$ cat config.mk
export PLATFORM = sky130hd
export DESIGN_NAME = branch_resolve_unit
export DESIGN_NICKNAME = d
export VERILOG_FILES = /design/src/rtl/branch_resolve_unit_pkg.sv /design/src/rtl/bru_queue.sv /design/src/rtl/branch_resolve_unit.sv
export SDC_FILE = /design/constraint.sdc
export NUM_CORES = 1
export LEC_CHECK = 0
export CAP_MARGIN = 20
export CORE_ASPECT_RATIO = 0.7
export CORE_UTILIZATION = 50
export CTS_BUF_LIST = sky130_fd_sc_hd__clkbuf_8
export CTS_CLUSTER_DIAMETER = 40
export DETAILED_ROUTE_END_ITERATION = 7
export MAX_ROUTING_LAYER = met4
export PLACE_DENSITY = 0.76
export SLEW_MARGIN = 20
export SYNTH_ARGS = -nofsm -noshare
export SYNTH_HDL_FRONTEND = slang
export SYNTH_SLANG_ARGS = --single-unit
$ cat constraint.sdc
create_clock -name clk -period 5.35 [get_ports clk]
set_input_delay 0.535 -clock clk [delete_from_list [all_inputs] [get_ports clk]]
set_output_delay 0.535 -clock clk [all_outputs]
set_load 0.02 [all_outputs]
$ cat src/rtl/branch_resolve_unit_pkg.sv
// Shared types for the branch resolve unit.
// Purpose : entry format for the in-flight branch queue, resolver state
//           encoding, the fall-through increment and the redirect helper.
// Ports   : none (package).
package branch_resolve_unit_pkg;

  typedef logic [15:0] lc3b_word;

  typedef struct packed {
    lc3b_word pc;
    logic     taken;
  } lc3b_bru_entry;

  localparam lc3b_word BRU_FALLTHROUGH_INC = 16'd2;

  typedef enum logic {
    BRU_RUN,
    BRU_RECOVER
  } lc3b_bru_state;

  // Correct next PC after a resolved branch: the real target when taken,
  // otherwise the instruction after the branch (wraps at 16 bits).
  function automatic lc3b_word bru_redirect(input logic     taken,
                                            input lc3b_word target,
                                            input lc3b_word pc);
    lc3b_word fallthrough;
    fallthrough = pc + BRU_FALLTHROUGH_INC;
    return taken ? target : fallthrough;
  endfunction

endpackage

$ cat src/rtl/bru_queue.sv
// In-order circular FIFO of in-flight branch predictions.
// Purpose : holds {pc, taken} for each predicted branch until it resolves.
// Ports   : clk, reset (async, active-high)
//           i_push / i_push_data : append an entry at the tail
//           i_pop                : retire the head entry
//           i_flush              : retire the head and discard everything else
//           o_head               : current head entry
//           o_count / o_full     : occupancy and full flag
module bru_queue
  import branch_resolve_unit_pkg::*;
#(
  parameter int DEPTH = 4,
  parameter int PW    = $clog2(DEPTH),
  parameter int CW    = $clog2(DEPTH) + 1
) (
  input  logic          clk,
  input  logic          reset,
  input  logic          i_push,
  input  lc3b_bru_entry i_push_data,
  input  logic          i_pop,
  input  logic          i_flush,
  output lc3b_bru_entry o_head,
  output logic [CW-1:0] o_count,
  output logic          o_full
);

  lc3b_bru_entry r_mem [DEPTH];
  logic [PW-1:0] r_head;
  logic [PW-1:0] r_tail;
  logic [CW-1:0] r_count;

  // Entry storage carries no reset; the pointers alone decide validity.
  always_ff @(posedge clk) begin
    if (i_push && !i_flush) begin
      r_mem[r_tail] <= i_push_data;
    end
  end

  always_ff @(posedge clk or posedge reset) begin
    if (reset) begin
      r_head  <= '0;
      r_tail  <= '0;
      r_count <= '0;
    end else if (i_flush) begin
      // Flush accompanies the pop of the mispredicted head: everything
      // younger is wrong-path, so the queue collapses to empty just past it.
      r_head  <= r_head + 1'b1;
      r_tail  <= r_head + 1'b1;
      r_count <= '0;
    end else begin
      if (i_push) begin
        r_tail <= r_tail + 1'b1;
      end
      if (i_pop) begin
        r_head <= r_head + 1'b1;
      end
      case ({i_push, i_pop})
        2'b10:   r_count <= r_count + 1'b1;
        2'b01:   r_count <= r_count - 1'b1;
        default: r_count <= r_count;
      endcase
    end
  end

  assign o_head  = r_mem[r_head];
  assign o_count = r_count;
  assign o_full  = (r_count == CW'(DEPTH));

endmodule

$ cat src/rtl/branch_resolve_unit.sv
// Branch resolve unit: update-side partner of the global BHT.
// Purpose : tracks predictions in order, retires them as branches resolve,
//           drives the BHT update, flags mispredictions with a redirect PC
//           and flush, and counts retired branches and mispredictions.
// Ports   : clk, reset (async, active-high)
//           pred_valid/pred_pc/pred_taken           : prediction from fetch
//           resolve_valid/resolve_taken/resolve_target : oldest branch outcome
//           full                                    : queue full (combinational)
//           bht_write/bht_write_pc/bht_taken        : BHT update, one cycle
//           mispredict/redirect_pc                  : flush pulse + next PC
//           resolve_error                           : resolve with empty queue
//           branch_count/mispredict_count           : statistics
module branch_resolve_unit
  import branch_resolve_unit_pkg::*;
#(
  parameter int DEPTH     = 4,
  parameter int CNT_WIDTH = 16
) (
  input  logic                 clk,
  input  logic                 reset,
  input  logic                 pred_valid,
  input  logic [15:0]          pred_pc,
  input  logic                 pred_taken,
  input  logic                 resolve_valid,
  input  logic                 resolve_taken,
  input  logic [15:0]          resolve_target,
  output logic                 full,
  output logic                 bht_write,
  output logic [15:0]          bht_write_pc,
  output logic                 bht_taken,
  output logic                 mispredict,
  output logic [15:0]          redirect_pc,
  output logic                 resolve_error,
  output logic [CNT_WIDTH-1:0] branch_count,
  output logic [CNT_WIDTH-1:0] mispredict_count
);

  localparam int CW = $clog2(DEPTH) + 1;

  lc3b_bru_state        r_state;
  logic                 r_bht_write;
  lc3b_word             r_bht_write_pc;
  logic                 r_bht_taken;
  logic                 r_mispredict;
  lc3b_word             r_redirect_pc;
  logic                 r_resolve_error;
  logic [CNT_WIDTH-1:0] r_branch_count;
  logic [CNT_WIDTH-1:0] r_mispredict_count;

  lc3b_bru_entry w_head;
  lc3b_bru_entry w_push_data;
  logic [CW-1:0] w_count;
  logic          w_full;
  logic          w_empty;
  logic          w_pop;
  logic          w_push;
  logic          w_mispredict_now;

  assign w_empty          = (w_count == '0);
  assign w_pop            = resolve_valid && !w_empty;
  assign w_mispredict_now = w_pop && (w_head.taken != resolve_taken);
  // A pop frees a slot in the same cycle, so a push while full is accepted
  // only when paired with a retire. Wrong-path pushes are dropped.
  assign w_push           = pred_valid && (!w_full || w_pop) &&
                            (r_state == BRU_RUN) && !w_mispredict_now;
  assign w_push_data      = '{pc: pred_pc, taken: pred_taken};

  bru_queue #(
    .DEPTH (DEPTH)
  ) u_queue (
    .clk         (clk),
    .reset       (reset),
    .i_push      (w_push),
    .i_push_data (w_push_data),
    .i_pop       (w_pop),
    .i_flush     (w_mispredict_now),
    .o_head      (w_head),
    .o_count     (w_count),
    .o_full      (w_full)
  );

  always_ff @(posedge clk or posedge reset) begin
    if (reset) begin
      r_state            <= BRU_RUN;
      r_bht_write        <= 1'b0;
      r_bht_write_pc     <= '0;
      r_bht_taken        <= 1'b0;
      r_mispredict       <= 1'b0;
      r_redirect_pc      <= '0;
      r_resolve_error    <= 1'b0;
      r_branch_count     <= '0;
      r_mispredict_count <= '0;
    end else begin
      // RECOVER lasts exactly the cycle in which the flush pulse is visible.
      case (r_state)
        BRU_RUN:     r_state <= w_mispredict_now ? BRU_RECOVER : BRU_RUN;
        BRU_RECOVER: r_state <= BRU_RUN;
        default:     r_state <= BRU_RUN;
      endcase

      r_bht_write     <= w_pop;
      r_mispredict    <= w_mispredict_now;
      r_resolve_error <= resolve_valid && w_empty;

      if (w_pop) begin
        r_bht_write_pc <= w_head.pc;
        r_bht_taken    <= resolve_taken;
        r_branch_count <= r_branch_count + 1'b1;
      end

      if (w_mispredict_now) begin
        r_redirect_pc      <= bru_redirect(resolve_taken, resolve_target, w_head.pc);
        r_mispredict_count <= r_mispredict_count + 1'b1;
      end
    end
  end

  assign full             = w_full;
  assign bht_write        = r_bht_write;
  assign bht_write_pc     = r_bht_write_pc;
  assign bht_taken        = r_bht_taken;
  assign mispredict       = r_mispredict;
  assign redirect_pc      = r_redirect_pc;
  assign resolve_error    = r_resolve_error;
  assign branch_count     = r_branch_count;
  assign mispredict_count = r_mispredict_count;

endmodule

Word-level counts from Yosys, hierarchy flattened
Memories as Yosys holds them, arrays and structs flattened.
Index checks and enable logic that the tools add are counted.
{ "word_totals": {"reg_bits": 76, "ramBits": 68, "inputBits": 38, "out_inout_bits": 69, "wordCells": 51, "memories": 1} }
{ "mem_list": {"columns": ["memory", "words", "width", "rd", "rd_clocked_by_memory_dff", "write_ports", "line_no", "rtl"], "rows": [
  ["u_queue.r_mem", 4, 17, 1, 0, 1, "bru_queue.sv:27", "lc3b_bru_entry r_mem [DEPTH];"]
]} }
{ "classes": {"addsub": 7, "n_eq_ne": 4, "muxes": 11, "n_bitwise": 1, "reduce_logical": 15} }
{ "ops": {"columns": ["operator", "n"], "rows": [
  ["$add A16 B1 Y16 const B", 2],
  ["$add A16 B2 Y16 const B", 1],
  ["$mux W16", 1],
  ["$mux W2", 4],
  ["$logic_and A1 B1 Y1", 7],
  ["$pmux W3 S2", 1],
  ["$add A2 B1 Y2 const B", 2],
  ["$reduce_bool A2 Y1", 2],
  ["$add A3 B1 Y3 const B", 1],
  ["$eq A3 B3 Y1 const B", 1],
  ["$logic_not A1 Y1", 3],
  ["$logic_not A3 Y1", 1],
  ["$mux W1", 3],
  ["$mux W3", 1],
  ["$reduce_bool A3 Y1", 1],
  ["$sub A3 B1 Y3 const B", 1],
  ["$eq A2 B1 Y1 const B", 1],
  ["$eq A2 B2 Y1 const B", 1],
  ["$pmux W1 S2", 1],
  ["$logic_or A1 B1 Y1", 1],
  ["$ne A1 B1 Y1", 1],
  ["$not A1 Y1", 1]
]} }

Logic depth before layout (Yosys ltp)
{ "logic_depth": {"word_depth": 10, "depth_mapped": 12, "depth_no_buf": 11} }

By module
From an unflattened synthesis, not the netlist that was laid out.
{ "hier_totals": {"hier_cells": 448, "hier_area_um2": 6084.6} }
{ "by_module_without_submodules": {"columns": ["mod", "instances", "cells_each", "area_each_um2", "seq_area_each_um2"], "rows": [
  ["branch_resolve_unit", 1, 314, 3155.5, 1726.7],
  ["bru_queue", 1, 134, 2929.1, 2217.1]
]} }

Least setup slack after synthesis
OpenSTA, ideal clock, no wires.
{ "synth_timing": {"kind": "reg-to-reg", "from": "register u_queue.r_head[0]", "to": "register u_queue.r_count[2] (netlist: u_queue.o_count[2])", "setup_ns": 0.121, "t_arrival_ns": 2.520, "t_required_ns": 5.229, "slack_ns": 2.709, "path_stages_with_launch": 12, "n_path_buf": 0, "period_less_slack_ns": 2.641, "cell_sequence": "dfrtp_1 -> mux4_2 -> xnor2_1 -> nand2b_1 -> and2_1 -> inv_1 -> ha_1 -> fa_1 -> xnor2_1 -> nor2_1 -> xnor2_1 -> nor2_1"} }
{ "synth_between": {"elab_chain_cells": 8, "word_cells_on_any_way": 10, "classes_between": "eq/ne: 3; mux: 2; reduce/logical: 4; memory: 1"} }
{ "synth_rtl": {"columns": ["item", "line_no", "rtl"], "rows": [
  ["from (decl)", "bru_queue.sv:28", "logic [PW-1:0] r_head;"],
  ["from (signal assigned)", "bru_queue.sv:47", "r_head <= r_head + 1'b1;"],
  ["from (signal assigned)", "bru_queue.sv:55", "r_head <= r_head + 1'b1;"],
  ["$mem_v2 Z4 W17 *", null, null],
  ["$ne A1 B1 Y1 *", "branch_resolve_unit.sv:61", "assign w_mispredict_now = w_pop && (w_head.taken != resolve_taken);"],
  ["$logic_and A1 B1 Y1 *", "branch_resolve_unit.sv:61", null],
  ["$logic_not A1 Y1", "branch_resolve_unit.sv:65", "(r_state == BRU_RUN) && !w_mispredict_now;"],
  ["$logic_and A1 B1 Y1", "branch_resolve_unit.sv:65", null],
  ["$eq A2 B1 Y1 / $eq A2 B2 Y1 (equally long branches)", "bru_queue.sv:57", "case ({i_push, i_pop})"],
  ["$pmux W3 S2", "bru_queue.sv:57", null],
  ["$mux W3", "bru_queue.sv:44", "end else if (i_flush) begin"],
  ["to (signal assigned)", "bru_queue.sv:58", "2'b10: r_count <= r_count + 1'b1;"],
  ["to (signal assigned)", "bru_queue.sv:59", "2'b01: r_count <= r_count - 1'b1;"],
  ["to (signal assigned)", "bru_queue.sv:60", "default: r_count <= r_count;"],
  ["to (decl)", "bru_queue.sv:30", "logic [CW-1:0] r_count;"]
]} }
Every way passes the cells marked *; elsewhere a longest branch is shown, timed or not.
A chain may end at the register's enable or synchronous reset.

Worst setup path in the final report
Ends and elaborated chain as after synthesis.

==> flow_metrics.env <==
export IMPL_async_reset_ff_frac=0.5278
export IMPL_rsz0062_at_grt="no"
export IMPL_min_from="r_state"
export IMPL_cts_hold_buffers_added=0
export IMPL_start_util=0.5176
export IMPL_cts_buffers_inserted=17
export IMPL_synth_top_area_share=0.3341
export IMPL_cts_sinks=144
export IMPL_grtUsageTotal=0.2239
export IMPL_synthTopCellsByCount="nand2_1, dfrtp_1, edfxtp_1"
export IMPL_power_density_nw_per_um2=564.9
export IMPL_setup_tns_ns=0
export IMPL_synth_nets=495
export IMPL_vias=3984
export IMPL_cts_setup_buffers=0
export IMPL_insertion_delay_ns=0.43
export IMPL_num_rows=33
export IMPL_final_nets=611
export IMPL_area_growth_pct=27.21
export IMPL_vdd_drop_max_v=0.0003248
export IMPL_die_area_um2=12680
export IMPL_p_total_mw=4.392
export IMPL_synth_seq_area_share=0.6452
export IMPL_cp_arrival_ns=3.83
export IMPL_clock_fmax_mhz=283.7
export IMPL_synth_seq_cells=144
export IMPL_cts_tree="built"
export IMPL_endpoint_kind="flip-flop"
export IMPL_grt_max_degree=77
export IMPL_min_period_over_period=0.6589
export IMPL_start_kind="flip-flop"
export IMPL_worst_slew_pin_slew_ns=0.9293
export IMPL_antenna_left=0
export IMPL_coreArea_um2=11810
export IMPL_yosys_area_top_type="edfxtp_1"
export IMPL_critPathMaxStageDelay_ns=0.71
export IMPL_routed_wl_um=12560
export IMPL_vias_per_cell=5.428
export IMPL_yosysMostFrequentCell="nand2_1"
export IMPL_p_comb_frac=0.409
export IMPL_routedWlPerCell_um=17.11
export IMPL_gp_congestion=0.7833
export IMPL_synth_area_um2=6112
export IMPL_die_height_um=94.51
export IMPL_slew_violations=0
export IMPL_slew_headroom=0.3805
export IMPL_ioPinCount=107
export IMPL_critPathKind="flip-flop to flip-flop"
export IMPL_clockPowerShare=0.209
export IMPL_skew_ns=0.009843
export IMPL_grt_overflow_total=0
export IMPL_synth_edf_count=68
export IMPL_drtIter0Drc=179
export IMPL_setup_viol=0
export IMPL_path_clk_slew_ns=0.07
export IMPL_portBuffers=106
export IMPL_max_cap_viol_count=0
export IMPL_antenna_found_initial=0
export IMPL_path_buf_inv=3
export IMPL_worstPathRequired_ns=5.65
export IMPL_internal_power_mw=2.794
export IMPL_cts_buffer_depth=2
export IMPL_seqPwrFrac=0.382
export IMPL_drc=0
export IMPL_die_x_um=134.2
export IMPL_crit_family="multiplexers"
export IMPL_p_sw_mw=1.598
export IMPL_status="completed"
export IMPL_postSynthCellCount=448
export IMPL_sw_frac_of_total=0.3638
export IMPL_grt_pass1_vias=3999
export IMPL_crit_top_cell="xnor2_1"
export IMPL_final_layout_size_suffix_gt1_frac=0.1109
export IMPL_synth_top_flop_cell="dfrtp_1"
export IMPL_hold_class="flip-flop to flip-flop"
export IMPL_yosys_warnings=0
export IMPL_firstDrtPassIters=4
export IMPL_antennaDiodeCount=0
export IMPL_htree_levels=4
export IMPL_yosys_top_cells_area="edfxtp_1, dfrtp_1, mux4_2"
export IMPL_critPathMaxFanout=24
export IMPL_timing_rr_start="u_queue.r_head[0]"
export IMPL_cp_cell_sequence="buf_4, mux4_2, xnor2_1, nand2b_1, buf_4, and2_1, inv_1, ha_1, fa_1, xnor2_1, nor2_1, xnor2_1, nor2_1"
export IMPL_final_util=0.6584
export IMPL_synth_cell_type_count=44
export IMPL_cts_root_buf="clkbuf_8"
export IMPL_hpwl_um=8871
export IMPL_place_inst=702
export IMPL_p_leak_nw=3.061
export IMPL_fin_cells=734
export IMPL_crit_start="u_queue.r_head[0]"
export IMPL_crit_slowest_cell="mux4_2"
export IMPL_syn_avg_cell_area_um2=13.64
export IMPL_hold_viol_final=0
export IMPL_ctsResizeCount=0
export IMPL_grt_pass1_wl_um=20580
export IMPL_pre_cts_slack_ns=1.714
export IMPL_setup_slack_ns=1.825
export IMPL_min_period_ns=3.525
export IMPL_regToRegSetupSlack_ns=1.82
[worst register-to-register path, cell delays in order, from the launching register on]
cell and delay [ns]:
dfrtp_1 0.33, buf_4 0.34, mux4_2 0.71, xnor2_1 0.31, nand2b_1 0.15, buf_4 0.27, and2_1 0.17, inv_1 0.04
ha_1 0.21, fa_1 0.39, xnor2_1 0.14, nor2_1 0.14, xnor2_1 0.14, nor2_1 0.06
[cell type report]
type	count	area, um^2
timing repair buffer	111	1099
clock buffer	19	261.5
multi-input combinational	280	2067
sequential	144	3944
tap	157	196.4
fill	850	4034
inverter	10	37.54
clock inverter	13	170.2
[flip-flops by register name, indices dropped and copies added (netlist names)]
register and flops:
bht_taken 1, bht_write 1, bht_write_pc 16, branch_count 16, mispredict 1, mispredict_count 16
r_state 1, redirect_pc 16, resolve_error 1, u_queue.o_count 3, u_queue.r_head 2, u_queue.r_mem 68
u_queue.r_tail 2
[kinds of logic after synthesis]
logic type	synth area share
AO/OA/AOI/OAI	0.04688
AND/OR/NAND/NOR	0.1279
multiplexers	0.06919
flip-flops	0.6452
buffers and inverters	0.01802
XOR/XNOR	0.07308
adder cells (fa/ha/maj)	0.01965
[power by group through the flow]
stage                     logic (mW)  clock network (mW)  registers (mW)
after floorplan                0.966                   0            1.86
after global placement          1.75                   0            1.69
after detailed placement        1.81                   0            1.70
after CTS                       1.81               0.938            1.68
after global routing            1.95               0.983            1.71
final                           1.80               0.918            1.68
[metrics by stage]
step	hold WS, ns	area (um^2)
3_5_place_dp	0.4171	7343
6_report	0.4263	7775
2_1_floorplan	0.3944	6112
5_1_grt	0.4404	7775
3_3_place_gp	0.4237	7343
4_1_cts	0.4272	7775
[layer usage]
metal  vias up  wire, um  GRT usage
li1       1850         -          -
met1      1984      5906     0.3073
met2       137      5829     0.3372
met3        13       686    0.04724
met4         0       139    0.07116
met5         -         0          -
[final timing paths]
| check | endpoint | cells past startpoint |
|---|---|---|
| max | u_queue.o_count[2] | 13 |
| min | r_state | 1 |
| max reg2reg | u_queue.o_count[2] | 13 |
| min reg2reg | r_state | 1 |
| max in group asynchronous | u_queue.r_tail[1] | 3 |
| min in group asynchronous | resolve_error | 3 |
[cell usage in the layout (no fill, tap or decap), types with 4 or more instances in the layout]
cell and instances:
dfrtp_1 76, xor2_1 8, mux4_2 17, ha_1 8, and3_1 11, a22o_1 7
bufinv_16 4, o21ai_0 4, inv_1 8, a22oi_1 8, mux2i_1 4, clkbuf_8 19
xnor2_1 43, edfxtp_1 68, nand4_1 6, o21ai_1 14, nand2_1 81, nand3_1 17
nor2_1 17, buf_4 5, nor3_1 7, clkdlybuf4s50_1 106
No activity file was read; power rests on OpenSTA's default activity.
